[config.mk]
export PLATFORM = sky130hd
export DESIGN_NAME = lc3_keyboard_port
export DESIGN_NICKNAME = d
export VERILOG_FILES = /design/src/rtl/lc3_io_pkg.sv /design/src/rtl/key_debouncer.sv /design/src/rtl/lc3_keyboard_port.sv
export SDC_FILE = /design/constraint.sdc
export NUM_CORES = 1
export LEC_CHECK = 0
export ABC_CLOCK_PERIOD_IN_PS = 2700
export BUFFER_PORTS_ARGS = -buffer_cell sky130_fd_sc_hd__buf_4
export CAP_MARGIN = 20
export CORE_MARGIN = 2
export CORE_UTILIZATION = 40
export CTS_CLUSTER_SIZE = 24
export DETAILED_ROUTE_END_ITERATION = 16
export PLACE_DENSITY = 0.7
export SLEW_MARGIN = 10
export SYNTH_ARGS = -nofsm -noshare
export SYNTH_HDL_FRONTEND = slang
export SYNTH_HIERARCHICAL = 1
export SYNTH_SLANG_ARGS = --single-unit
[constraint.sdc]
create_clock -name clk_i -period 2.7 [get_ports clk_i]
set_clock_uncertainty 0.1 [all_clocks]
set_input_delay 0.135 -clock clk_i [delete_from_list [all_inputs] [get_ports clk_i]]
set_output_delay 0.135 -clock clk_i [all_outputs]
set_load 0.03 [all_outputs]
[src/rtl/lc3_io_pkg.sv]
// Shared constants for the LC-3 memory-mapped board I/O devices.
// Holds the device register addresses (keyboard and display), the status
// register bit positions, the default debounce settings and the debounced
// key level type. Imported by the keyboard port now and by the display port
// later.
package lc3_io_pkg;

  localparam logic [15:0] LC3_KBSR_ADDR = 16'hFE00;
  localparam logic [15:0] LC3_KBDR_ADDR = 16'hFE02;
  localparam logic [15:0] LC3_DSR_ADDR  = 16'hFE04;
  localparam logic [15:0] LC3_DDR_ADDR  = 16'hFE06;

  localparam int READY_BIT   = 15;
  localparam int IE_BIT      = 14;
  localparam int OVERRUN_BIT = 13;

  // 10 ms at 50 MHz; the counter width must hold DEFAULT_DEBOUNCE_CYCLES-1.
  localparam int DEFAULT_DEBOUNCE_CYCLES = 500000;
  localparam int DEFAULT_CNT_W           = 20;

  // Pushbuttons on the board are active-low, so the encoding follows the pin.
  typedef enum logic {
    KEY_PRESSED  = 1'b0,
    KEY_RELEASED = 1'b1
  } key_level_e;

endpackage

[src/rtl/key_debouncer.sv]
// Synchronizer and debouncer for one active-low board pushbutton.
// Ports:
//   clk_i    system clock, rising edge
//   reset_i  asynchronous active-high reset
//   key_n_i  raw pushbutton pin, active-low, asynchronous to clk_i
//   press_o  one-cycle pulse, high in the cycle before the debounced level
//            becomes pressed (so registers updating on that edge see it)
// A level change is accepted only after DEBOUNCE_CYCLES consecutive cycles
// of the synchronized input disagreeing with the debounced level.
module key_debouncer
  import lc3_io_pkg::*;
#(
  parameter int DEBOUNCE_CYCLES = DEFAULT_DEBOUNCE_CYCLES,
  parameter int CNT_W           = DEFAULT_CNT_W
) (
  input  logic clk_i,
  input  logic reset_i,
  input  logic key_n_i,
  output logic press_o
);

  localparam logic [CNT_W-1:0] LAST_COUNT = CNT_W'(DEBOUNCE_CYCLES - 1);

  logic             sync1_q;
  logic             sync2_q;
  key_level_e       level_q;
  key_level_e       level_d;
  logic [CNT_W-1:0] cnt_q;
  logic [CNT_W-1:0] cnt_d;

  // Two-flop synchronizer plus the debounced level and its stability counter.
  // Synchronizer flops reset to the released level so a key held through
  // reset still has to travel the full synchronize-and-debounce path.
  always_ff @(posedge clk_i or posedge reset_i) begin
    if (reset_i) begin
      sync1_q <= 1'b1;
      sync2_q <= 1'b1;
      level_q <= KEY_RELEASED;
      cnt_q   <= '0;
    end else begin
      sync1_q <= key_n_i;
      sync2_q <= sync1_q;
      level_q <= level_d;
      cnt_q   <= cnt_d;
    end
  end

  // Count cycles of disagreement; any agreeing cycle restarts the count, so
  // short glitches never reach the threshold. At the threshold the level
  // flips and the counter clears, so it never wraps. Only a flip towards
  // pressed produces a pulse.
  always_comb begin
    level_d = level_q;
    cnt_d   = '0;
    press_o = 1'b0;
    if (key_level_e'(sync2_q) != level_q) begin
      if (cnt_q == LAST_COUNT) begin
        level_d = key_level_e'(sync2_q);
        press_o = (key_level_e'(sync2_q) == KEY_PRESSED);
      end else begin
        cnt_d = cnt_q + CNT_W'(1);
      end
    end
  end

endmodule

[src/rtl/lc3_keyboard_port.sv]
// LC-3 memory-mapped keyboard device (KBSR/KBDR).
// A debounced press of the pushbutton latches the switch byte into KBDR and
// sets KBSR ready; reading KBDR clears ready.
// Ports:
//   clk_i        system clock, rising edge
//   reset_i      asynchronous active-high reset
//   key_n_i      raw pushbutton, active-low
//   sw_data_i    character source (SW[7:0])
//   addr_i       bus address
//   rd_en_i      bus read strobe, one cycle per access
//   wr_en_i      bus write strobe
//   wr_data_i    bus write data
//   rd_data_o    read data, valid in the same cycle as rd_en_i
//   addr_hit_o   address selects KBSR or KBDR
//   irq_o        ready AND interrupt enable
//   ready_led_o  mirror of ready
// KBSR layout: {ready, ie, overrun, 13'b0}; ready is read-only, overrun is
// write-1-to-clear.
module lc3_keyboard_port
  import lc3_io_pkg::*;
#(
  parameter int          DEBOUNCE_CYCLES = DEFAULT_DEBOUNCE_CYCLES,
  parameter int          CNT_W           = DEFAULT_CNT_W,
  parameter logic [15:0] KBSR_ADDR       = LC3_KBSR_ADDR,
  parameter logic [15:0] KBDR_ADDR       = LC3_KBDR_ADDR
) (
  input  logic        clk_i,
  input  logic        reset_i,
  input  logic        key_n_i,
  input  logic [7:0]  sw_data_i,
  input  logic [15:0] addr_i,
  input  logic        rd_en_i,
  input  logic        wr_en_i,
  input  logic [15:0] wr_data_i,
  output logic [15:0] rd_data_o,
  output logic        addr_hit_o,
  output logic        irq_o,
  output logic        ready_led_o
);

  logic       press;
  logic       ready_q, ready_d;
  logic       ie_q, ie_d;
  logic       overrun_q, overrun_d;
  logic [7:0] kbdr_q, kbdr_d;
  logic       kbsr_sel, kbdr_sel;
  logic       kbdr_read, kbsr_write;
  logic       unused_wr_data;

  key_debouncer #(
    .DEBOUNCE_CYCLES (DEBOUNCE_CYCLES),
    .CNT_W           (CNT_W)
  ) u_key_debouncer (
    .clk_i   (clk_i),
    .reset_i (reset_i),
    .key_n_i (key_n_i),
    .press_o (press)
  );

  assign kbsr_sel   = (addr_i == KBSR_ADDR);
  assign kbdr_sel   = (addr_i == KBDR_ADDR);
  assign kbdr_read  = rd_en_i && kbdr_sel;
  assign kbsr_write = wr_en_i && kbsr_sel;

  // Only the ie and overrun-clear bits of a KBSR write carry meaning.
  assign unused_wr_data = ^{wr_data_i[15], wr_data_i[12:0]};

  assign addr_hit_o  = kbsr_sel || kbdr_sel;
  assign irq_o       = ready_q && ie_q;
  assign ready_led_o = ready_q;

  // Read mux: zero unless a read strobe hits one of the two registers.
  always_comb begin
    rd_data_o = 16'h0000;
    if (rd_en_i && kbsr_sel) begin
      rd_data_o[READY_BIT]   = ready_q;
      rd_data_o[IE_BIT]      = ie_q;
      rd_data_o[OVERRUN_BIT] = overrun_q;
    end else if (rd_en_i && kbdr_sel) begin
      rd_data_o = {8'h00, kbdr_q};
    end
  end

  // Register next-state. Ordering matters: a KBDR read clears ready first so
  // that a press in the same cycle refills it as a fresh character rather
  // than an overrun, and the overrun set is evaluated after the KBSR write
  // so a set beats a simultaneous clear.
  always_comb begin
    ready_d   = ready_q;
    ie_d      = ie_q;
    overrun_d = overrun_q;
    kbdr_d    = kbdr_q;
    if (kbdr_read) begin
      ready_d = 1'b0;
    end
    if (kbsr_write) begin
      ie_d = wr_data_i[IE_BIT];
      if (wr_data_i[OVERRUN_BIT]) begin
        overrun_d = 1'b0;
      end
    end
    if (press) begin
      if (!ready_q || kbdr_read) begin
        kbdr_d  = sw_data_i;
        ready_d = 1'b1;
      end else begin
        overrun_d = 1'b1;
      end
    end
  end

  // Device registers.
  always_ff @(posedge clk_i or posedge reset_i) begin
    if (reset_i) begin
      ready_q   <= 1'b0;
      ie_q      <= 1'b0;
      overrun_q <= 1'b0;
      kbdr_q    <= 8'h00;
    end else begin
      ready_q   <= ready_d;
      ie_q      <= ie_d;
      overrun_q <= overrun_d;
      kbdr_q    <= kbdr_d;
    end
  end

endmodule

==> flow_metrics.tcl <==
set metrics [dict create \
    path_max_fanout 11 \
    cp.required_ns 2.77 \
    grt_start_max_net_pins 24 \
    grt_pass1_wl_um 7810 \
    internal-power_mw 0.830 \
    p_seq_share_pct 48.3 \
    chipHeight_um 76.9 \
    rsz0062_at_grt "false" \
    gp_congestion 0.806 \
    slew_headroom_pct 42.3 \
    setup_viol_count_final 0 \
    drv_cap 0 \
    area_growth_pct 23.8 \
    startpoint_type "flip-flop" \
    mostFrequentLayoutCells "buf_4, dfrtp_1, nor2_1" \
    grt-ovfl-total 0 \
    fin_nets 307 \
    postSynthAreaPerCell_um2 9.93 \
    fmax_ghz 0.408 \
    yosys.area.top_type "dfrtp_1" \
    synth_seq_area_share_pct 40.2 \
    min_path_type "in2reg" \
    criticalPathCategory "reg2reg" \
    synthCells 214 \
    cp-end-kind "flip-flop" \
    status "complete, no violations" \
    synth_cell_types 41 \
    numPlacedInstances 318 \
    dpl.hpwl_um 3160 \
    worst_pin_slew_ns 0.865 \
    detail_route.wl_per_cell_um 13.6 \
    pwr-share-comb_pct 8.3 \
    detail_route.first_pass.iterations 4 \
    top_level_ports 64 \
    grtUsageTotal_pct 16.4 \
    place_area_mm2 0.00246 \
    yosys-top-cells-area "dfrtp_1, xnor2_1, nand3_1, nor4_4, dfstp_2" \
    p_leak_nw 1.22 \
    cts_made_buffers 5 \
    start_util_pct 41.6 \
    via_count 1764 \
    p_sw_mw 0.251 \
    yosysTopAreaCellShare_pct 36.5 \
    clock_path_buffers 2 \
    root_buffer "clkbuf_8" \
    dieWidth_um 76.9 \
    clkPwrFrac_pct 43.4 \
    synth_seq_cells 34 \
    clk_pin_slew_ns 0.08 \
    final_hold_viol_count 0 \
    portBuffers 44 \
    swShare_pct 23.2 \
    power_density_mw_per_mm2 411 \
    antenna_left 0 \
    drc 0 \
    fin_area_mm2 0.00263 \
    drt_iter0_drc 61 \
    grt_pass1_vias 1640 \
    ir_drop_v 0.000433 \
    finalCriticalPeriod_ns 2.45 \
    drv_slew 0 \
    cp.arrival_ns 2.52 \
    clock-sinks 34 \
    layout-drive-gt1-share_pct 30.2 \
    viasPerCell 5.31 \
    wl_um 4510 \
    rows 26 \
    cts_tree "built" \
    period_share_pct 90.7 \
    die-area_mm2 0.00591 \
    fin_tns_setup_ns 0 \
    core_area_mm2 0.00511 \
    syn_area_mm2 0.00213 \
    stdcell_count 332 \
    yosysWarnings 6 \
    cts_htree_levels 2 \
    clk-insertion-delay-late_ns 0.30 \
    final_common_cell "buf_4" \
    diodes 0 \
    grt_antenna_before_repair 0 \
    fin_util_pct 51.5 \
]
## sequential cells by signal, summed over array words and instances (netlist names)
name                     cells
u_key_debouncer/sync2_q      1
ready_led_o                  1
ie_q                         1
u_key_debouncer/cnt_q       20
u_key_debouncer/level_q      1
kbdr_q                       8
overrun_q                    1
u_key_debouncer/sync1_q      1
## what timing repair did
item | 4_1_cts | 5_1_grt
setup buffers | 0 | 0
endpoints found under the setup margin | 0 | 2
gates resized for setup | 0 | 1
hold buffers | 6 | 0
endpoints found under the hold margin | 36 | 0
## cells by family after synthesis
kind of cell,synth area share [%]
and+or+nand+nor,34.3
DFF,40.2
AOI/OAI and AO/OA,8.83
buffers and inverters,5.89
xor gates and xnor gates,6.59
muxes,3.41
adders and majority gates,0.588
other,0.176
## area by class of cell
cell class | count | area [µm²]
fill | 474 | 2470
clock buffer | 5 | 68.8
clock inverter | 3 | 40.0
tap | 70 | 87.6
sequential | 34 | 855
timing repair buffer | 51 | 398
multi-input combinational | 163 | 1160
inverter | 6 | 22.5
## worst max-delay path, cell delays in order, from the launching register on
cell	delay (ns)
dfrtp_1	0.44
ha_1	0.26
and3_1	0.26
and3_1	0.19
nand3_1	0.12
nor3b_1	0.33
inv_2	0.17
a221oi_1	0.32
o211ai_1	0.13
## stage by stage
stage / hold WS [ns] / total power, mW / worst slack [ns]
CTS: 0.0683 / 1.09 / 0.199
detailed placement: 0.0845 / 0.615 / 0.204
finish: 0.0787 / 1.08 / 0.252
floorplan: -0.113 / 0.576 / 0.291
global route: 0.0733 / 1.13 / 0.00784
global placement: 0.0837 / 0.615 / 0.308
## power by group through the flow
stage | combinational, mW | sequential [mW] | clock (mW)
3_3_place_gp | 0.0834 | 0.532 | 0
4_1_cts | 0.0907 | 0.522 | 0.481
6_report | 0.0897 | 0.522 | 0.469
5_1_grt | 0.100 | 0.523 | 0.503
2_1_floorplan | 0.0449 | 0.531 | 0
3_5_place_dp | 0.0831 | 0.532 | 0
## synthesized netlist by cell type
cell type  count
and2_1         6
dfrtp_1       31
o211ai_1       5
buf_4          6
o21ai_0        7
buf_2          1
nor3b_2        1
mux2_1         1
and3b_1        1
buf_6          3
xor2_1         2
mux2i_1        5
nor4_1         3
a221oi_1       3
ha_1           1
nor2_2         1
nor4_4         4
inv_1          6
o21ai_1        1
nand4_4        3
and4bb_2       1
nor3b_1        1
dfstp_2        3
nor4b_1        1
a21o_1         2
nand3_1       18
nand4_1        3
conb_1         1
nor3_1         7
o221ai_1       1
and4_1         5
a211o_1        5
and3_1         7
mux2_2         1
nand2_1       10
o21ai_4        1
nand3b_1       6
and3_2        10
nor2_1        21
clkbuf_1       5
xnor2_1       14
## final timing paths
kind	start	slack (ns)	endpoint	depth (start not counted)
max	u_key_debouncer/cnt_q[0]$_DFF_PP0_	0.25	kbdr_q[5]$_DFFE_PP0P_	8
min	sw_data_i[2]	0.08	kbdr_q[2]$_DFFE_PP0P_	4
max reg2reg	u_key_debouncer/cnt_q[0]$_DFF_PP0_	0.25	kbdr_q[5]$_DFFE_PP0P_	8
min reg2reg	u_key_debouncer/sync1_q$_DFF_PP1_	0.26	u_key_debouncer/sync2_q$_DFF_PP1_	0
max in group asynchronous	reset_i	1.45	u_key_debouncer/cnt_q[7]$_DFF_PP0_	3
min in group asynchronous	reset_i	0.32	kbdr_q[5]$_DFFE_PP0P_	3
## metal layers
layer  up-vias  routed length [µm]  track usage [%]
met4         0                  15             4.36
li1        858                   -                -
met3         2                 208             5.06
met1       861                2100             20.6
met2        43                2190             27.4
met5         -                   0                0
Power figures use the tool's default switching activity.
